**config.mk**
```make
export PLATFORM = sky130hd
export DESIGN_NAME = initialize_storage
export DESIGN_NICKNAME = d
export VERILOG_FILES = /design/src/rtl/initialize_storage.sv
export SDC_FILE = /design/constraint.sdc
export NUM_CORES = 1
export LEC_CHECK = 0
export ABC_AREA = 1
export CAP_MARGIN = 40
export CORE_ASPECT_RATIO = 1.5
export CORE_MARGIN = 2
export CORE_UTILIZATION = 34
export DETAILED_ROUTE_END_ITERATION = 8
export PLACE_DENSITY = 0.59
export SYNTH_ARGS = -nofsm -noshare
export SYNTH_HDL_FRONTEND = slang
export SYNTH_SLANG_ARGS = --single-unit
```
**constraint.sdc**
```tcl
create_clock -name clk -period 4.6 [get_ports clk]
set_input_delay 0.92 -clock clk [delete_from_list [all_inputs] [get_ports clk]]
set_output_delay 0.92 -clock clk [all_outputs]
set_load 0.005 [all_outputs]
```
**src/rtl/initialize_storage.sv**
```systemverilog
// -----------------------------------------------------------------------------
// initialize_storage
//
// Cuckoo-hash placement engine. Two key tables (A and B, DEPTH slots each,
// key value 0 marks an empty slot) plus SLOTS location records that map a key
// to its A-index and B-index. An insert places the key into table A; each
// displaced key is looked up and pushed into its slot in the other table,
// alternating B/A, until an empty slot is hit, a displaced key has no record,
// or MAX_KICKS table writes have been made.
//
// Ports
//   clk, rst_n        clock, asynchronous active-low reset
//   init              one-cycle pulse: clears both tables, aborts any insert
//   rec_we/rec_addr   record write (IDLE only) of {rec_ia, rec_ib, rec_key}
//   ins_valid/ins_key insert request; accepted when ins_valid && ins_ready
//   ins_ready         high while the engine is idle
//   done              one-cycle completion pulse
//   status            00 placed, 01 no record, 10 kick limit, 11 zero key
//   kicks             table writes made by the last completed insert
//   out_key           key left unplaced (0 when placed)
//   rd_sel/rd_addr    combinational table read port (0 = A, 1 = B)
//   rd_data           table contents, 0 when rd_addr >= DEPTH
//   dbg_state         current FSM state (IDLE=0, LOOKUP=1, PLACE=2, DONE=3)
//
// Handshake: an insert transfers on the rising edge where ins_valid and
// ins_ready are both high; ins_ready drops until the cycle after done.
// -----------------------------------------------------------------------------
module initialize_storage #(
  parameter int KEY_W     = 8,
  parameter int DEPTH     = 10,
  parameter int SLOTS     = 8,
  parameter int MAX_KICKS = 20,
  localparam int IDX_W    = $clog2(DEPTH),
  localparam int REC_W    = $clog2(SLOTS),
  localparam int KCNT_W   = $clog2(MAX_KICKS + 1)
) (
  input  logic              clk,
  input  logic              rst_n,
  input  logic              init,
  input  logic              rec_we,
  input  logic [REC_W-1:0]  rec_addr,
  input  logic [IDX_W-1:0]  rec_ia,
  input  logic [IDX_W-1:0]  rec_ib,
  input  logic [KEY_W-1:0]  rec_key,
  input  logic              ins_valid,
  input  logic [KEY_W-1:0]  ins_key,
  output logic              ins_ready,
  output logic              done,
  output logic [1:0]        status,
  output logic [KCNT_W-1:0] kicks,
  output logic [KEY_W-1:0]  out_key,
  input  logic              rd_sel,
  input  logic [IDX_W-1:0]  rd_addr,
  output logic [KEY_W-1:0]  rd_data,
  output logic [1:0]        dbg_state
);

  typedef enum logic [1:0] {
    S_IDLE   = 2'd0,
    S_LOOKUP = 2'd1,
    S_PLACE  = 2'd2,
    S_DONE   = 2'd3
  } state_t;

  localparam logic [1:0] ST_PLACED = 2'b00;
  localparam logic [1:0] ST_NOREC  = 2'b01;
  localparam logic [1:0] ST_LIMIT  = 2'b10;
  localparam logic [1:0] ST_ZERO   = 2'b11;

  state_t              state_q;

  // Key tables
  logic [KEY_W-1:0]    tab_a_q [DEPTH];
  logic [KEY_W-1:0]    tab_b_q [DEPTH];

  // Location records
  logic [SLOTS-1:0]    rec_v_q;
  logic [IDX_W-1:0]    rec_ia_q  [SLOTS];
  logic [IDX_W-1:0]    rec_ib_q  [SLOTS];
  logic [KEY_W-1:0]    rec_key_q [SLOTS];

  // Insert working state
  logic [KEY_W-1:0]    carry_q;
  logic                side_q;       // 0 = next write goes to A, 1 = to B
  logic [IDX_W-1:0]    idx_a_q;
  logic [IDX_W-1:0]    idx_b_q;
  logic [KCNT_W-1:0]   cnt_q;
  logic [KCNT_W-1:0]   cnt_d;

  // Registered result outputs
  logic                done_q;
  logic [1:0]          status_q;
  logic [KCNT_W-1:0]   kicks_q;
  logic [KEY_W-1:0]    out_key_q;

  // Combinational helpers
  logic                rec_ok;
  logic [IDX_W-1:0]    wr_idx;
  logic [KEY_W-1:0]    evicted;
  logic [KEY_W-1:0]    lk_key;
  logic                lk_hit;
  logic [IDX_W-1:0]    lk_ia;
  logic [IDX_W-1:0]    lk_ib;

  assign rec_ok  = (int'(rec_ia) < DEPTH) && (int'(rec_ib) < DEPTH) && (rec_key != '0);
  assign wr_idx  = side_q ? idx_b_q : idx_a_q;
  assign evicted = side_q ? tab_b_q[wr_idx] : tab_a_q[wr_idx];
  assign cnt_d   = cnt_q + KCNT_W'(1);

  // In PLACE the key being chased is the one about to be evicted, so the next
  // hop's indices are known in the same cycle as the write.
  assign lk_key  = (state_q == S_PLACE) ? evicted : carry_q;

  // Scanning from the top down lets the lowest-numbered match win.
  always_comb begin
    lk_hit = 1'b0;
    lk_ia  = '0;
    lk_ib  = '0;
    for (int i = SLOTS - 1; i >= 0; i--) begin
      if (rec_v_q[i] && (rec_key_q[i] == lk_key)) begin
        lk_hit = 1'b1;
        lk_ia  = rec_ia_q[i];
        lk_ib  = rec_ib_q[i];
      end
    end
  end

  always_comb begin
    rd_data = '0;
    if (int'(rd_addr) < DEPTH) begin
      rd_data = rd_sel ? tab_b_q[rd_addr] : tab_a_q[rd_addr];
    end
  end

  always_ff @(posedge clk or negedge rst_n) begin
    if (!rst_n) begin
      state_q   <= S_IDLE;
      carry_q   <= '0;
      side_q    <= 1'b0;
      idx_a_q   <= '0;
      idx_b_q   <= '0;
      cnt_q     <= '0;
      done_q    <= 1'b0;
      status_q  <= ST_PLACED;
      kicks_q   <= '0;
      out_key_q <= '0;
      rec_v_q   <= '0;
      for (int i = 0; i < DEPTH; i++) begin
        tab_a_q[i] <= '0;
        tab_b_q[i] <= '0;
      end
      for (int i = 0; i < SLOTS; i++) begin
        rec_ia_q[i]  <= '0;
        rec_ib_q[i]  <= '0;
        rec_key_q[i] <= '0;
      end
    end else begin
      done_q <= 1'b0;

      // Record programming is independent of init, so both can land together.
      if (rec_we && rec_ok && (state_q == S_IDLE)) begin
        rec_v_q[rec_addr]   <= 1'b1;
        rec_ia_q[rec_addr]  <= rec_ia;
        rec_ib_q[rec_addr]  <= rec_ib;
        rec_key_q[rec_addr] <= rec_key;
      end

      if (init) begin
        // Abort: results of the interrupted insert are never published.
        for (int i = 0; i < DEPTH; i++) begin
          tab_a_q[i] <= '0;
          tab_b_q[i] <= '0;
        end
        state_q <= S_IDLE;
      end else begin
        unique case (state_q)
          S_IDLE: begin
            if (ins_valid) begin
              carry_q <= ins_key;
              cnt_q   <= '0;
              side_q  <= 1'b0;
              state_q <= S_LOOKUP;
            end
          end

          // A zero key also passes through here so every insert that makes
          // no table write has the same latency.
          S_LOOKUP: begin
            if (carry_q == '0) begin
              status_q  <= ST_ZERO;
              kicks_q   <= '0;
              out_key_q <= '0;
              done_q    <= 1'b1;
              state_q   <= S_DONE;
            end else if (!lk_hit) begin
              status_q  <= ST_NOREC;
              kicks_q   <= '0;
              out_key_q <= carry_q;
              done_q    <= 1'b1;
              state_q   <= S_DONE;
            end else begin
              idx_a_q <= lk_ia;
              idx_b_q <= lk_ib;
              state_q <= S_PLACE;
            end
          end

          S_PLACE: begin
            if (side_q) tab_b_q[wr_idx] <= carry_q;
            else        tab_a_q[wr_idx] <= carry_q;
            cnt_q <= cnt_d;
            if (evicted == '0) begin
              status_q  <= ST_PLACED;
              kicks_q   <= cnt_d;
              out_key_q <= '0;
              done_q    <= 1'b1;
              state_q   <= S_DONE;
            end else if (cnt_d == KCNT_W'(MAX_KICKS)) begin
              status_q  <= ST_LIMIT;
              kicks_q   <= cnt_d;
              out_key_q <= evicted;
              done_q    <= 1'b1;
              state_q   <= S_DONE;
            end else if (!lk_hit) begin
              status_q  <= ST_NOREC;
              kicks_q   <= cnt_d;
              out_key_q <= evicted;
              done_q    <= 1'b1;
              state_q   <= S_DONE;
            end else begin
              carry_q <= evicted;
              idx_a_q <= lk_ia;
              idx_b_q <= lk_ib;
              side_q  <= ~side_q;
            end
          end

          S_DONE: begin
            state_q <= S_IDLE;
          end

          default: begin
            state_q <= S_IDLE;
          end
        endcase
      end
    end
  end

  assign ins_ready = (state_q == S_IDLE);
  assign done      = done_q;
  assign status    = status_q;
  assign kicks     = kicks_q;
  assign out_key   = out_key_q;
  assign dbg_state = state_q;

endmodule

```
==> out/metrics.csv, run 1 <==
stage,metric,value,unit
sta,fmaxAchievable,229.5,MHz
floorplanning,fp.dieW,196.2,microns
setup_path,timing.critical_path.slowest_cell_delay,0.56,ns
synth,syn_nets,2703,
cells_and_area,post_route_cells_drive_above_1_share,8.415,%
routing,drt_iter0_drc,1580,
synth,synth-simple-area-share,29.64,%
clocking,cts_tree,built,
min_path,worst_min_path_class,primary input to async pin,
grt,grt_pass1_vias,18000,
routing,drcViolationCount,0,
clocking,clock_path_buffers,3,
floorplanning,start_util,34.38,%
power_and_ir_drop,max_vdd_drop,0.0002597,V
synth,largest_family_of_logic_cells_by_synthesized_area,simple AND/OR/NAND/NOR gates,
sta,tns,0,ns
sta,clock_skew,0.01804,ns
routing,via_per_inst,5.293,
setup_path,critical_path.reg2reg.endpoint,carry_q[7],
floorplanning,pin_count,64,
floorplanning,die_y,292.3,microns
grt,grt_max_degree,98,
place,detailedPlacementHpwl,50.12,mm
routing,wl_per_cell,19.76,microns
clocking,clk_pin_slew,0.06,ns
routing,vias,18340,
synth,yosys_most_used_dff,sky130_fd_sc_hd__dfrtp_1,
synth,synth_cells,2661,
routing,drt_pre_antenna_iters,6,
synth,synth_area_leader,sky130_fd_sc_hd__dfrtp_1,
power_and_ir_drop,seq_power_share,31.6,%
setup_path,worst-r2r-setup-slack,0.41,ns
floorplanning,floorplan.rows,105,
setup_path,required,3.68,ns
synth,synth_top_cells_by_area,"sky130_fd_sc_hd__dfrtp_1, sky130_fd_sc_hd__nand2_1, sky130_fd_sc_hd__o21ai_0, sky130_fd_sc_hd__inv_1, sky130_fd_sc_hd__nand3_1",
synth,synthesis.area,18830,sq um
cells_and_area,utilization,39.74,%
setup_path,critical_path.reg2reg.startpoint,side_q,
synth,syn_avg_cell_area,7.077,sq um
clocking,numCtsBuffers,37,
sta,timing.final.setup_violations,0,
setup_path,worst_ep_arrival_time,3.44,ns
setup_path,setup.worst_path.end_class,output port,
setup_path,start_kind,primary input,
setup_path,start_point_of_the_critical_path,rd_addr[1],
clocking,cts_root_buf,sky130_fd_sc_hd__clkbuf_16,
cells_and_area,area_growth_syn_to_layout,15.59,%
sta,worst_slew_pin_slew,0.8838,ns
sta,timing.slew.headroom,40.68,%
setup_path,worst-r2r-cell-count,22,
power_and_ir_drop,power.internal,7.464,mW
place,place.gp.congestion,0.9522,
sta,fin_crit,4.357,ns
power_and_ir_drop,p_clk_share,22.5,%
clocking,clock-sinks,336,
grt,globalRouteOverflowTotal,0,
synth,synth-edff-count,0,
synth,synthArstFlopShare,100.0,%
flow_run,max_cap_violations,0,
cells_and_area,antenna_cells,0,
power_and_ir_drop,p_total,13.44,mW
power_and_ir_drop,comb_power_share,45.9,%
synth,synth.yosys.warnings,0,
setup_path,cp_slowest_cell,sky130_fd_sc_hd__clkdlybuf4s50_1,
synth,synth_cell_types,48,
sta,final_min_period_over_clock_period,94.72,%
synth,adder_and_majority_gate_portion_of_the_synthesized_area,0.3322,%
grt,initial_antenna_violation_count,0,
grt,grt_first_pass_wirelength,106.0,mm
power_and_ir_drop,pwr_density_cell,617.2,nW/um^2
sta,hold_violations,0,
synth,synthDominantCellAreaShare,44.65,%
synth,synth-compound-area-share,16.01,%
grt,grt.total_usage,24.01,%
clocking,clock_latency_on_the_worst_skew_pair,0.57,ns
power_and_ir_drop,power.share.switching,44.45,%
routing,ant_nets,0,
run_status,status,finished clean,
floorplanning,core_region_area,54780,sq um
routing,final_routed_wirelength_across_all_metal_layers,68.45,mm
sta,grt_setup_unrepaired,false,
setup_path,crit_type,primary input to output port,
cells_and_area,final_nets,2784,
sta,final_layout_worst_hold_slack,0.3999,ns
clocking,cts-htree-levels,2,
synth,yosys-mux-area-fraction,0.1063,%
sta,timing_max_transition_violations_final,0,
synth,flip_flop_and_latch_count_after_synthesis,336,
synth,synthXorXnorAreaFrac,0.9766,%
place,port-buffer-count,63,
power_and_ir_drop,total_leakage_power,10.38,nW
setup_path,worstPathMaxFanout,22,
setup_path,cp-endpoint,rd_data[6],
synth,synth.yosys.seq_area_share,44.65,%
power_and_ir_drop,power.switching,5.973,mW
setup_path,path_cells,clkdlybuf4s50_1 > inv_1 > buf_4 > o21ai_0 > o221ai_1 > o211ai_1 > o21ai_0 > nor2_1 > a311oi_1 > clkdlybuf4s50_1,
floorplanning,die_area,57330,sq um
==> worst min path at each step <==
stage,start,to,slack [ns],cells past startpoint
detailed placement,rec_v_q[2],rec_v_q[2],0.45,2
finish,rst_n,tab_b_q[50],0.40,1
CTS,rst_n,tab_b_q[53],0.43,1
floorplan,rec_v_q[0],rec_v_q[0],0.42,2
global route,rst_n,tab_a_q[50],0.46,1
global placement,rec_v_q[2],rec_v_q[2],0.44,2
==> power by group through the flow <==
stage | sequential [mW] | combinational (mW) | clock (mW)
3_3_place_gp | 4.26 | 6.04 | 0
6_report | 4.24 | 6.17 | 3.03
5_1_grt | 4.32 | 6.88 | 3.22
4_1_cts | 4.23 | 6.12 | 3.10
2_1_floorplan | 4.09 | 4.14 | 0
3_5_place_dp | 4.27 | 6.10 | 0
==> cells in the mapped netlist, drive strengths merged, types with 16 or more instances <==
library cell and n:
nor2 167, o211ai 17, inv 251, xor2 16, dfrtp 336, a21oi 102
o21ai 434, nand3 134, or2 21, clkbuf 77, buf 43, nand2 985
==> cell usage in the layout, fill, tap and decap left out, types with 7 or more instances in the layout <==
cell type / instances
sky130_fd_sc_hd__inv_1: 244
sky130_fd_sc_hd__buf_4: 91
sky130_fd_sc_hd__a21oi_1: 102
sky130_fd_sc_hd__nand2_1: 959
sky130_fd_sc_hd__xor2_1: 16
sky130_fd_sc_hd__o21ai_1: 40
sky130_fd_sc_hd__nand3_2: 8
sky130_fd_sc_hd__nand4_1: 11
sky130_fd_sc_hd__dfrtp_1: 335
sky130_fd_sc_hd__o211ai_1: 17
sky130_fd_sc_hd__clkinv_2: 13
sky130_fd_sc_hd__nand3_1: 126
sky130_fd_sc_hd__nand3b_1: 15
sky130_fd_sc_hd__or2_2: 15
sky130_fd_sc_hd__nor2_1: 159
sky130_fd_sc_hd__nand2_2: 20
sky130_fd_sc_hd__o21ai_0: 393
sky130_fd_sc_hd__o22ai_1: 7
sky130_fd_sc_hd__clkbuf_16: 37
sky130_fd_sc_hd__clkdlybuf4s50_1: 61
==> cells by family after synthesis <==
| family | after synthesis |
|---|---|
| adder cells (fa/ha/maj) | 5 |
| AND/OR/NAND/NOR | 1346 |
| buffers and inverters | 374 |
| XOR/XNOR | 21 |
| multiplexers | 2 |
| AO/OA/AOI/OAI | 577 |
| flip-flops | 336 |
==> what timing repair did <==
item	CTS	global route
setup endpoints to repair	0	20
setup buffers	0	0
resized for setup	0	2
endpoints found under the hold margin	0	0
hold buffers	0	0
==> area by class of cell <==
class | count | area, sq um
clock buffers | 45 | 996.0
clock inverters | 21 | 212.7
fillers | 5682 | 33010
inverters | 254 | 960.9
multi-input cells | 1951 | 8870
flip-flops and latches | 336 | 8409
well taps | 695 | 869.6
repair buffers | 162 | 1451
==> through the flow <==
stage | cells | setup WS, ns | area (sq um)
final | 3464 | 0.2429 | 21770
after global routing | 3464 | 0.1076 | 21770
after CTS | 3464 | 0.2826 | 21770
after detailed placement | 3398 | 0.2976 | 20560
after global placement | 3383 | 0.2888 | 20430
after floorplan | 2661 | 1.416 | 18830
==> flip-flops by register name (all words and copies together) (netlist names) <==
signal	flops
tab_a_q	80
tab_b_q	80
rec_key_q	64
rec_ia_q	32
rec_ib_q	32
carry_q	8
out_key	8
rec_v_q	8
cnt_q	5
kicks	5
idx_a_q	4
idx_b_q	4
dbg_state	2
status	2
done	1
side_q	1
==> per-layer routing <==
layer	GRT usage, %	vias to the layer above	part of all wire [%]
met5	0	-	0
met3	3.535	217	5.8
met2	42.46	703	50
met1	27.42	8723	38
li1	-	8693	-
met4	14.21	0	6.6
==> worst max-delay path: cells and delay by family <==
kind | cells | cell delay [ns]
buf+inv | 4 | 1.43
compound gates | 5 | 1.01
simple gates | 1 | 0.06
Power figures use the tool's default switching activity.
==> run 2: changes to the inputs <==
--- a/config.mk
+++ b/config.mk
@@ -12,6 +12,7 @@
 export CORE_UTILIZATION = 34
 export DETAILED_ROUTE_END_ITERATION = 8
 export PLACE_DENSITY = 0.59
+export SETUP_SLACK_MARGIN = 0.1
 export SYNTH_ARGS = -nofsm -noshare
 export SYNTH_HDL_FRONTEND = slang
 export SYNTH_SLANG_ARGS = --single-unit
==> results of run 2 <==
No change in the layout: final DEF, timing and power equal those of run 1.
